**config.mk**
```make
export PLATFORM = sky130hd
export DESIGN_NAME = div_unit_flat
export DESIGN_NICKNAME = d
export VERILOG_FILES = /design/src/rtl/div_unit_pkg.sv /design/src/rtl/div_unit_if.sv /design/src/rtl/div_unit_step.sv /design/src/rtl/div_unit.sv /design/src/flat_wrapper.sv
export SDC_FILE = /design/constraint.sdc
export NUM_CORES = 1
export LEC_CHECK = 0
export ABC_AREA = 0
export CAP_MARGIN = 20
export CORE_UTILIZATION = 32
export CTS_BUF_LIST = sky130_fd_sc_hd__clkbuf_4
export DETAILED_ROUTE_END_ITERATION = 7
export PLACE_DENSITY_LB_ADDON = 0.08
export SETUP_SLACK_MARGIN = 0.15
export SLEW_MARGIN = 20
export SYNTH_ARGS = -nofsm -noshare
export SYNTH_HDL_FRONTEND = slang
export SYNTH_SLANG_ARGS = --single-unit
```
**constraint.sdc**
```tcl
create_clock -name clk -period 8.5 [get_ports clk]
set_input_delay 2.125 -clock clk [delete_from_list [all_inputs] [get_ports clk]]
set_output_delay 2.125 -clock clk [all_outputs]
set_load 0.005 [all_outputs]
```
**src/rtl/div_unit_pkg.sv**
```systemverilog
// Shared definitions for the execute-stage divider: FSM encoding, step count,
// operation decode values and sign helpers.
package div_unit_pkg;

    typedef enum logic [1:0] {
        IDLE = 2'd0,
        CALC = 2'd1,
        DONE = 2'd2
    } div_state_e;

    localparam int DIV_W     = 32;
    localparam int DIV_STEPS = 32;

    // EX-stage operation codes; DIV/DIVU sit beside the existing ALU codes.
    localparam logic [7:0] EXE_NOP_OP   = 8'b0000_0000;
    localparam logic [7:0] EXE_AND_OP   = 8'b0010_0100;
    localparam logic [7:0] EXE_OR_OP    = 8'b0010_0101;
    localparam logic [7:0] EXE_ADD_OP   = 8'b0010_0000;
    localparam logic [7:0] EXE_SUB_OP   = 8'b0010_0010;
    localparam logic [7:0] EXE_MULT_OP  = 8'b0001_1000;
    localparam logic [7:0] EXE_MULTU_OP = 8'b0001_1001;
    localparam logic [7:0] EXE_DIV_OP   = 8'b0001_1010;
    localparam logic [7:0] EXE_DIVU_OP  = 8'b0001_1011;

    function automatic logic [DIV_W-1:0] mag32(input logic [DIV_W-1:0] v, input logic sgn);
        return (sgn && v[DIV_W-1]) ? -v : v;
    endfunction

    function automatic logic [DIV_W-1:0] apply_sign(input logic [DIV_W-1:0] v, input logic neg);
        return neg ? -v : v;
    endfunction

endpackage

```
**src/rtl/div_unit_if.sv**
```systemverilog
// Handshake and operand/result bundle between the EX stage and the divider.
interface div_unit_if;
    import div_unit_pkg::*;

    logic             start;
    logic             is_signed;
    logic             annul;
    logic [DIV_W-1:0] dividend;
    logic [DIV_W-1:0] divisor;
    logic             busy;
    logic             done;
    logic [DIV_W-1:0] quotient;
    logic [DIV_W-1:0] remainder;
    logic             div_by_zero;

    modport master (
        output start, is_signed, annul, dividend, divisor,
        input  busy, done, quotient, remainder, div_by_zero
    );

    modport slave (
        input  start, is_signed, annul, dividend, divisor,
        output busy, done, quotient, remainder, div_by_zero
    );

endinterface

```
**src/rtl/div_unit_step.sv**
```systemverilog
// One restoring division iteration on the combined {rem,quo} register.
module div_step
    import div_unit_pkg::*;
(
    input  logic [2*DIV_W-1:0] rq_i,
    input  logic [DIV_W-1:0]   dvs_i,
    output logic [2*DIV_W-1:0] rq_o
);

    logic [DIV_W:0] trial;

    // rem < divisor is invariant, so the shifted remainder fits in 33 bits and
    // a kept difference always fits back into 32.
    always_comb begin
        trial = rq_i[2*DIV_W-1:DIV_W-1] - {1'b0, dvs_i};
        if (!trial[DIV_W]) begin
            rq_o = {trial[DIV_W-1:0], rq_i[DIV_W-2:0], 1'b1};
        end else begin
            rq_o = {rq_i[2*DIV_W-2:0], 1'b0};
        end
    end

endmodule

```
**src/rtl/div_unit.sv**
```systemverilog
// Iterative 32-step radix-2 divider for DIV/DIVU with pipeline stall request
// and flush (annul) support.
module div_unit
    import div_unit_pkg::*;
(
    input  logic       clk,
    input  logic       resetn,
    div_unit_if.slave  div_if
);

    div_state_e         state_q;
    logic [5:0]         cnt_q;
    logic [2*DIV_W-1:0] rq_q;
    logic [2*DIV_W-1:0] rq_step;
    logic [DIV_W-1:0]   dvs_q;
    logic               qneg_q;
    logic               rneg_q;
    logic               done_q;
    logic [DIV_W-1:0]   quo_q;
    logic [DIV_W-1:0]   rem_q;
    logic               dbz_q;

    logic accept;
    logic dvs_zero;

    assign dvs_zero = (div_if.divisor == '0);
    assign accept   = (state_q == IDLE) && div_if.start && !div_if.annul;

    div_step u_step (
        .rq_i  (rq_q),
        .dvs_i (dvs_q),
        .rq_o  (rq_step)
    );

    always_ff @(posedge clk or negedge resetn) begin
        if (!resetn) begin
            state_q <= IDLE;
            cnt_q   <= '0;
            qneg_q  <= 1'b0;
            rneg_q  <= 1'b0;
            done_q  <= 1'b0;
            quo_q   <= '0;
            rem_q   <= '0;
            dbz_q   <= 1'b0;
        end else begin
            done_q <= 1'b0;
            case (state_q)
                IDLE: begin
                    if (accept) begin
                        if (dvs_zero) begin
                            state_q <= DONE;
                            done_q  <= 1'b1;
                            quo_q   <= '1;
                            rem_q   <= div_if.dividend;
                            dbz_q   <= 1'b1;
                        end else begin
                            state_q <= CALC;
                            cnt_q   <= '0;
                            qneg_q  <= div_if.is_signed & (div_if.dividend[DIV_W-1] ^ div_if.divisor[DIV_W-1]);
                            rneg_q  <= div_if.is_signed & div_if.dividend[DIV_W-1];
                        end
                    end
                end
                CALC: begin
                    if (div_if.annul) begin
                        state_q <= IDLE;
                    end else if (cnt_q == 6'(DIV_STEPS - 1)) begin
                        // Results are taken straight from the final step, so no extra cycle.
                        state_q <= DONE;
                        done_q  <= 1'b1;
                        quo_q   <= apply_sign(rq_step[DIV_W-1:0], qneg_q);
                        rem_q   <= apply_sign(rq_step[2*DIV_W-1:DIV_W], rneg_q);
                        dbz_q   <= 1'b0;
                    end else begin
                        cnt_q <= cnt_q + 6'd1;
                    end
                end
                DONE:    state_q <= IDLE;
                default: state_q <= IDLE;
            endcase
        end
    end

    // Working datapath carries no reset; it is always reloaded on acceptance.
    always_ff @(posedge clk) begin
        if (accept && !dvs_zero) begin
            rq_q  <= {{DIV_W{1'b0}}, mag32(div_if.dividend, div_if.is_signed)};
            dvs_q <= mag32(div_if.divisor, div_if.is_signed);
        end else if (state_q == CALC) begin
            rq_q <= rq_step;
        end
    end

    assign div_if.busy        = (state_q == CALC) || (accept && !dvs_zero);
    assign div_if.done        = done_q;
    assign div_if.quotient    = quo_q;
    assign div_if.remainder   = rem_q;
    assign div_if.div_by_zero = dbz_q;

endmodule

```
**src/flat_wrapper.sv**
```systemverilog
// flat-port wrapper written by rule: the top's interface ports become plain ports
module div_unit_flat import div_unit_pkg::*;
  (clk, resetn, div_if_start, div_if_is_signed, div_if_annul, div_if_dividend, div_if_divisor, div_if_busy, div_if_done, div_if_quotient, div_if_remainder, div_if_div_by_zero);
  div_unit_if div_if_i ();
  input  logic clk;
  input  logic resetn;
  input wire logic [$bits(div_if_i.start)-1:0] div_if_start;
  input wire logic [$bits(div_if_i.is_signed)-1:0] div_if_is_signed;
  input wire logic [$bits(div_if_i.annul)-1:0] div_if_annul;
  input wire logic [$bits(div_if_i.dividend)-1:0] div_if_dividend;
  input wire logic [$bits(div_if_i.divisor)-1:0] div_if_divisor;
  output wire logic [$bits(div_if_i.busy)-1:0] div_if_busy;
  output wire logic [$bits(div_if_i.done)-1:0] div_if_done;
  output wire logic [$bits(div_if_i.quotient)-1:0] div_if_quotient;
  output wire logic [$bits(div_if_i.remainder)-1:0] div_if_remainder;
  output wire logic [$bits(div_if_i.div_by_zero)-1:0] div_if_div_by_zero;
  assign div_if_i.start = div_if_start;
  assign div_if_i.is_signed = div_if_is_signed;
  assign div_if_i.annul = div_if_annul;
  assign div_if_i.dividend = div_if_dividend;
  assign div_if_i.divisor = div_if_divisor;
  assign div_if_busy = div_if_i.busy;
  assign div_if_done = div_if_i.done;
  assign div_if_quotient = div_if_i.quotient;
  assign div_if_remainder = div_if_i.remainder;
  assign div_if_div_by_zero = div_if_i.div_by_zero;
  div_unit u_core (.clk(clk), .resetn(resetn), .div_if(div_if_i));
endmodule
```
Yosys cells after proc, flatten, opt, wreduce, memory -nomap -nowiden:

Cells that the tools add are included.

* register bits: 172
* bits of input ports: 69
* output and inout bits: 67

* add/subtract/negate cells: 6
* eq/ne operators: 9
* mux-type cells: 37
* bitwise logic cells: 4
* reduce and logical (&&, ||, !) cells: 16

Operators by type and width (number)
* $mux 32: 14
* $neg 32->32: 4
* $pmux 32 s2: 2
* $mux 64: 1
* $sub 33x32->33: 1
* $logic_not 32->1: 1
* $mux 6: 4
* $pmux 6 s2: 1
* $reduce_and 5->1: 2
* $mux 1: 8
* $mux 2: 4
* $add 6x1->6 const B: 1
* $eq 6x5->1 const B: 1
* $ne 2x1->1 const B: 3
* $ne 2x2->1 const B: 3
* $logic_and 1x1->1: 5
* $pmux 1 s2: 2
* $pmux 2 s2: 1
* $reduce_bool 2->1: 2
* $ne 3x2->1 const B: 1
* $reduce_and 3->1: 1
* $and 1x1->1: 2
* $eq 2x1->1 const B: 1
* $logic_not 1->1: 2
* 5 further kinds: 5

Logic depth before layout (Yosys ltp):

Gate-level depths: netlist of the first run.

* word-level depth: 7
* gate-level depth with buffers: 23
* depth with buffers taken out: 19

Modules after synthesis:

Synthesis of the first run repeated with hierarchy kept, for this count alone.

* cell total of the unflattened synthesis: 1351
* area, all modules: 11778.8 µm²

Modules (own cells, without submodules)
* div_unit: instances 1, cells each 1009, area an instance 9290.2 µm², sequential area each 4464.3 µm²
* div_step: instances 1, cells each 342, area an instance 2488.6 µm², sequential area each 0.0 µm²

Worst setup path before layout of the first run:

Ideal clock, no wire load.

* kind: input to output
* start: input port div_if_divisor[8]
* end: output port div_if_busy
* arrival: 4.692 ns
* data required time: 6.375 ns
* setup slack: 1.683 ns
* cell stages on the path: 9
* buffers on the path: 1
* cells stage by stage: or4_1 nor4_2 nand3_1 nor3_1 nand3_1 nor4_1 nor3_1 clkbuf_1 nand2b_1

* cells in the longest elaborated chain, start to end: 4

Ends and longest elaborated chain
* from (decl): RTL line flat_wrapper.sv:11 `input wire logic [$bits(div_if_i.divisor)-1:0] div_if_divisor;`
* $logic_not 32->1: RTL line div_unit.sv:26 `assign dvs_zero = (div_if.divisor == '0);`
* $logic_not 1->1: RTL line div_unit.sv:94 `assign div_if.busy = (state_q == CALC) || (accept && !dvs_zero);`
* $logic_and 1x1->1: RTL line div_unit.sv:94
* $logic_or 1x1->1: RTL line div_unit.sv:94
* to (decl): RTL line flat_wrapper.sv:12 `output wire logic [$bits(div_if_i.busy)-1:0] div_if_busy;`

Every way passes these cells.

Final worst setup path of the first run:

Ends and elaborated chain as after synthesis.

==> results of run 1 <==
==> power groups by stage <==
stage	logic [W]	clock network [W]	registers, W
6_report	0.00194	0.000513	0.00113
4_1_cts	0.00195	0.000538	0.00113
2_1_floorplan	0.00150	0	0.00108
3_5_place_dp	0.00194	0	0.00115
5_1_grt	0.00217	0.000568	0.00115
3_3_place_gp	0.00194	0	0.00115
==> logic make-up (layout without fill, tap and decap cells) <==
logic type               count (synthesis)  in the layout  synth area share [%]
other                                    0              1                     0
multiplexers                            28             28                  2.37
adder cells (fa/ha/maj)                 38             38                  4.07
AND/OR/NAND/NOR                        441            441                  17.6
flip-flops                             172            172                  37.6
buffers and inverters                  131            239                  4.58
AO/OA/AOI/OAI                          430            430                  23.1
XOR/XNOR                               145            145                  10.7
==> flip-flops by register name, indices dropped and copies added (netlist names) <==
| name | cells |
|---|---|
| u_core.dvs_q | 32 |
| u_core.div_if.remainder | 32 |
| u_core.qneg_q | 1 |
| u_core.div_if.done | 1 |
| u_core.state_q | 2 |
| u_core.rneg_q | 1 |
| u_core.cnt_q | 6 |
| u_core.rq_q | 64 |
| u_core.div_if.div_by_zero | 1 |
| u_core.div_if.quotient | 32 |
==> through the flow <==
| step | area [um2] | power, W | instances |
|---|---|---|---|
| after detailed placement | 13600 | 0.00309 | 1929 |
| final | 13900 | 0.00358 | 1962 |
| after global routing | 13900 | 0.00389 | 1962 |
| after global placement | 13600 | 0.00308 | 1929 |
| after floorplan | 11900 | 0.00258 | 1385 |
| after CTS | 13900 | 0.00362 | 1961 |
==> worst register-to-register path: stages (launching register included) <==
cell and delay [ns]:
edfxtp_1 0.54, inv_1 0.10, ha_1 0.17, inv_1 0.05, fa_1 0.42, a211oi_2 0.23
o211ai_1 0.16, and2_1 0.23, o2111ai_1 0.22, o211a_1 0.29, buf_4 0.52, nand4_1 0.30
o41a_1 0.54, or2_4 0.31, o41a_1 0.33, xnor2_1 0.16, a221o_1 0.30
==> worst max path at each step <==
| stage | from | endpoint | slack (ns) |
|---|---|---|---|
| 2_1_floorplan | div_if_divisor[8] | div_if_busy | 1.68 |
| 3_3_place_gp | div_if_divisor[8] | div_if_busy | 0.90 |
| 3_5_place_dp | div_if_divisor[8] | div_if_busy | 0.87 |
| 4_1_cts | div_if_divisor[8] | div_if_busy | 0.87 |
| 5_1_grt | div_if_divisor[8] | div_if_busy | 0.69 |
| 6_report | div_if_divisor[8] | div_if_busy | 0.90 |
==> routing by layer <==
layer / GRT usage, % / vias to the layer above
li1: - / 5220
met1: 25.2 / 4670
met2: 29.0 / 211
met3: 2.62 / 27
met4: 5.56 / 0
met5: 0 / -
==> placed cells by master (no fill, tap or decap), drive strengths merged, types with 5 or more instances in the layout <==
| cell type | count |
|---|---|
| nor4 | 16 |
| o2111ai | 5 |
| dfrtp | 76 |
| o22ai | 15 |
| nor2b | 6 |
| o21ai | 115 |
| or3 | 26 |
| or2 | 6 |
| xnor2 | 70 |
| o41ai | 10 |
| nor3 | 36 |
| clkdlybuf4s50 | 134 |
| edfxtp | 64 |
| a211oi | 25 |
| and2 | 5 |
| a21o | 9 |
| nand2b | 9 |
| or4 | 12 |
| clkinv | 6 |
| and3 | 11 |
| o31ai | 35 |
| o211ai | 9 |
| nand3 | 15 |
| nand4 | 13 |
| mux2i | 27 |
| clkbuf | 17 |
| a31oi | 19 |
| buf | 15 |
| nand2 | 130 |
| ha | 37 |
| inv | 63 |
| dfxtp | 32 |
| xor2 | 75 |
| a21oi | 143 |
| nor2 | 149 |
==> area by class of cell <==
| cell class | count | share of cell area (%) |
|---|---|---|
| Inverter | 58 | 1.62 |
| Antenna cell | 1 | 0.0180 |
| Clock buffer | 17 | 0.917 |
| Timing Repair Buffer | 149 | 10.4 |
| Sequential cell | 172 | 32.1 |
| Multi-Input combinational cell | 1082 | 49.5 |
| Tap cell | 468 | 4.21 |
| Clock inverter | 15 | 1.17 |
==> flow_summary.ini, run 1 <==
[clock_network]
postCtsSetupBuffers = 0
cts_buffers = 17
clk_pin_slew_ns = 0.15
tritoncts = done
clock_latency_late_sink_ns = 0.63
cts_max_level = 4
cts_resized = 0
clk_path_buf_depth = 2
ctsHoldBuffers = 0
cts_root_buf = clkbuf_4
cts.sinks = 172

[floorplan]
die-width_um = 195
die_height_um = 195
floorplan.die_area_um2 = 37900
placementRows = 70
io_pins = 136
initial_utilization_pct = 32.5
core-area_um2 = 36500

[timing]
final.hold.worst_slack_ns = 0.525
slew_violations = 0
layout_worst_path_cycle_share_pct = 89.4
slew_headroom_pct = 33.8
rsz0062_at_grt = no
timing.final.crit_period_ns = 7.60
timing.final.ws_setup_ns = 0.905
report.final.setup_viol = 0
tightest_slew_ns = 0.986
final_hold_viol_count = 0
worst_clock_skew_ns = 0.0377
setup-tns-final_ns = 0
achievable-frequency_ghz = 0.132

[critical_path]
cell_chain_critical_path = clkdlybuf4s50_1 -> or4_1 -> nor4_2 -> nand3_1 -> nor3_1 -> nand3_1 -> nor4_1 -> buf_4 -> nor3_2 -> nand2b_1 -> clkdlybuf4s50_1
timing.setup.critical_path_class = in -> out
worst-path-buf-inv = 3
critical_path.startpoint_type = primary input
reg2reg_setup_slack_ns = 3.52
path_delay_family = simple AND/OR/NAND/NOR gates
r2r_cells = 16
worst-endpoint-arrival_ns = 5.47
critical_path.slowest_cell = or4_1
crit_path_end_kind = output port
critical_path_cell_count = 11
worstReg2RegStart = u_core.rq_q[31]
critical-path-max-stage-delay_ns = 0.64
timing.critical_path.fanout_max = 5
crit-reg2reg-capture = u_core.div_if.remainder[31]
cp.required_ns = 6.38

[routing]
route.vias.total = 10100
wire_per_inst_um = 17.3
top_layer = met4
wl_met1_um = 16900
drt_wl_total_um = 34000
wl_met2_um = 15300
routed_length_on_met3_um = 1210
firstDrtPassIters = 5
route.detailed.drc = 0
viasPerCell = 5.16
antenna_left = 0
drt-initial-drc-count = 533

[pwr]
vdd.ir_drop.worst_mv = 0.162
internal_power_consumption_w = 0.00192
p_sw_share_pct = 46.5
total_leakage_power_nw = 5.22
share_comb_of_total_power_pct = 54.1
power.net_switching_w = 0.00166
seq_power_share_pct = 31.6
clock_power_share_pct = 14.3
power_per_cell_area_nw_per_um2 = 257

[synthesis]
synth_area_leader_cell = edfxtp_1
number_of_distinct_library_cell_variants_in_the_gate_level_netlist_after_synthesis = 82
synthesis.nets = 1492
synth-async-reset-ratio_pct = 44.2
synth_enable_flop_cells = 64
yosysWarnings = 0
post-synth-top-count-cell = nor2_1
synth.cells.most_frequent = nor2_1 (149), a21oi_1 (141), nand2_1 (130)
seq_area_frac_synth_pct = 37.6
synthesis.instances = 1385
ys_seq_elements = 172
synth.top_cell.area_share_pct = 16.2
postSynthAreaPerCell_um2 = 8.57
synth_top_flop_cell = dfrtp_1
post_synth_main_area_contributors = edfxtp_1 (16%), dfrtp_1 (16%), a21oi_1 (5.9%)
combined_area_of_all_synthesized_cells_um2 = 11900

[min_path]
worst_hold_startpoint = u_core.cnt_q[0]
hp-class = reg -> reg
hold_path_end = u_core.cnt_q[0]
holdPathStages = 1

[global_route]
grt_use_total_pct = 18.1
grt_start_max_net_pins = 71
grt_overflow_total = 0
first_pass_grt_wire_length_um = 54000
grt_antenna_before_repair = 1
number_of_global_route_vias_before_repair = 9724

[flow_run]
timing.max_cap.violations = 0

[cells_and_area]
finish.utilization_pct = 38.1
layout_cells_sized_above_1_pct = 5.96
register_area_um2 = 4460
number_of_nets_in_the_layout = 1587
area_growth_pct = 17.2
multi_input_comb_area_um2 = 6890
fillerInstances = 3813

[placed_design]
routabilityCongestion = 0.852
dp.final_hpwl_um = 25900
place.port_buffers = 135
pre_cts_ws_ns = 0.868

[outcome]
status = complete, no violations
No activity file was read; power rests on OpenSTA's default activity.
==> run 2, diff against run 1 <==
--- a/config.mk
+++ b/config.mk
@@ -6,7 +6,6 @@
 export NUM_CORES = 1
 export LEC_CHECK = 0
 export ABC_AREA = 0
-export CAP_MARGIN = 20
 export CORE_UTILIZATION = 32
 export CTS_BUF_LIST = sky130_fd_sc_hd__clkbuf_4
 export DETAILED_ROUTE_END_ITERATION = 7
==> results of run 2 <==
The final DEF is identical to that of run 1; final timing and power are the same.
==> run 3, diff against run 2 <==
--- a/config.mk
+++ b/config.mk
@@ -6,6 +6,8 @@
 export NUM_CORES = 1
 export LEC_CHECK = 0
 export ABC_AREA = 0
+export ABC_CLOCK_PERIOD_IN_PS = 8500
+export CAP_MARGIN = 5
 export CORE_UTILIZATION = 32
 export CTS_BUF_LIST = sky130_fd_sc_hd__clkbuf_4
 export DETAILED_ROUTE_END_ITERATION = 7
==> results of run 3 <==
The final DEF is identical to that of run 1; final timing and power are the same.
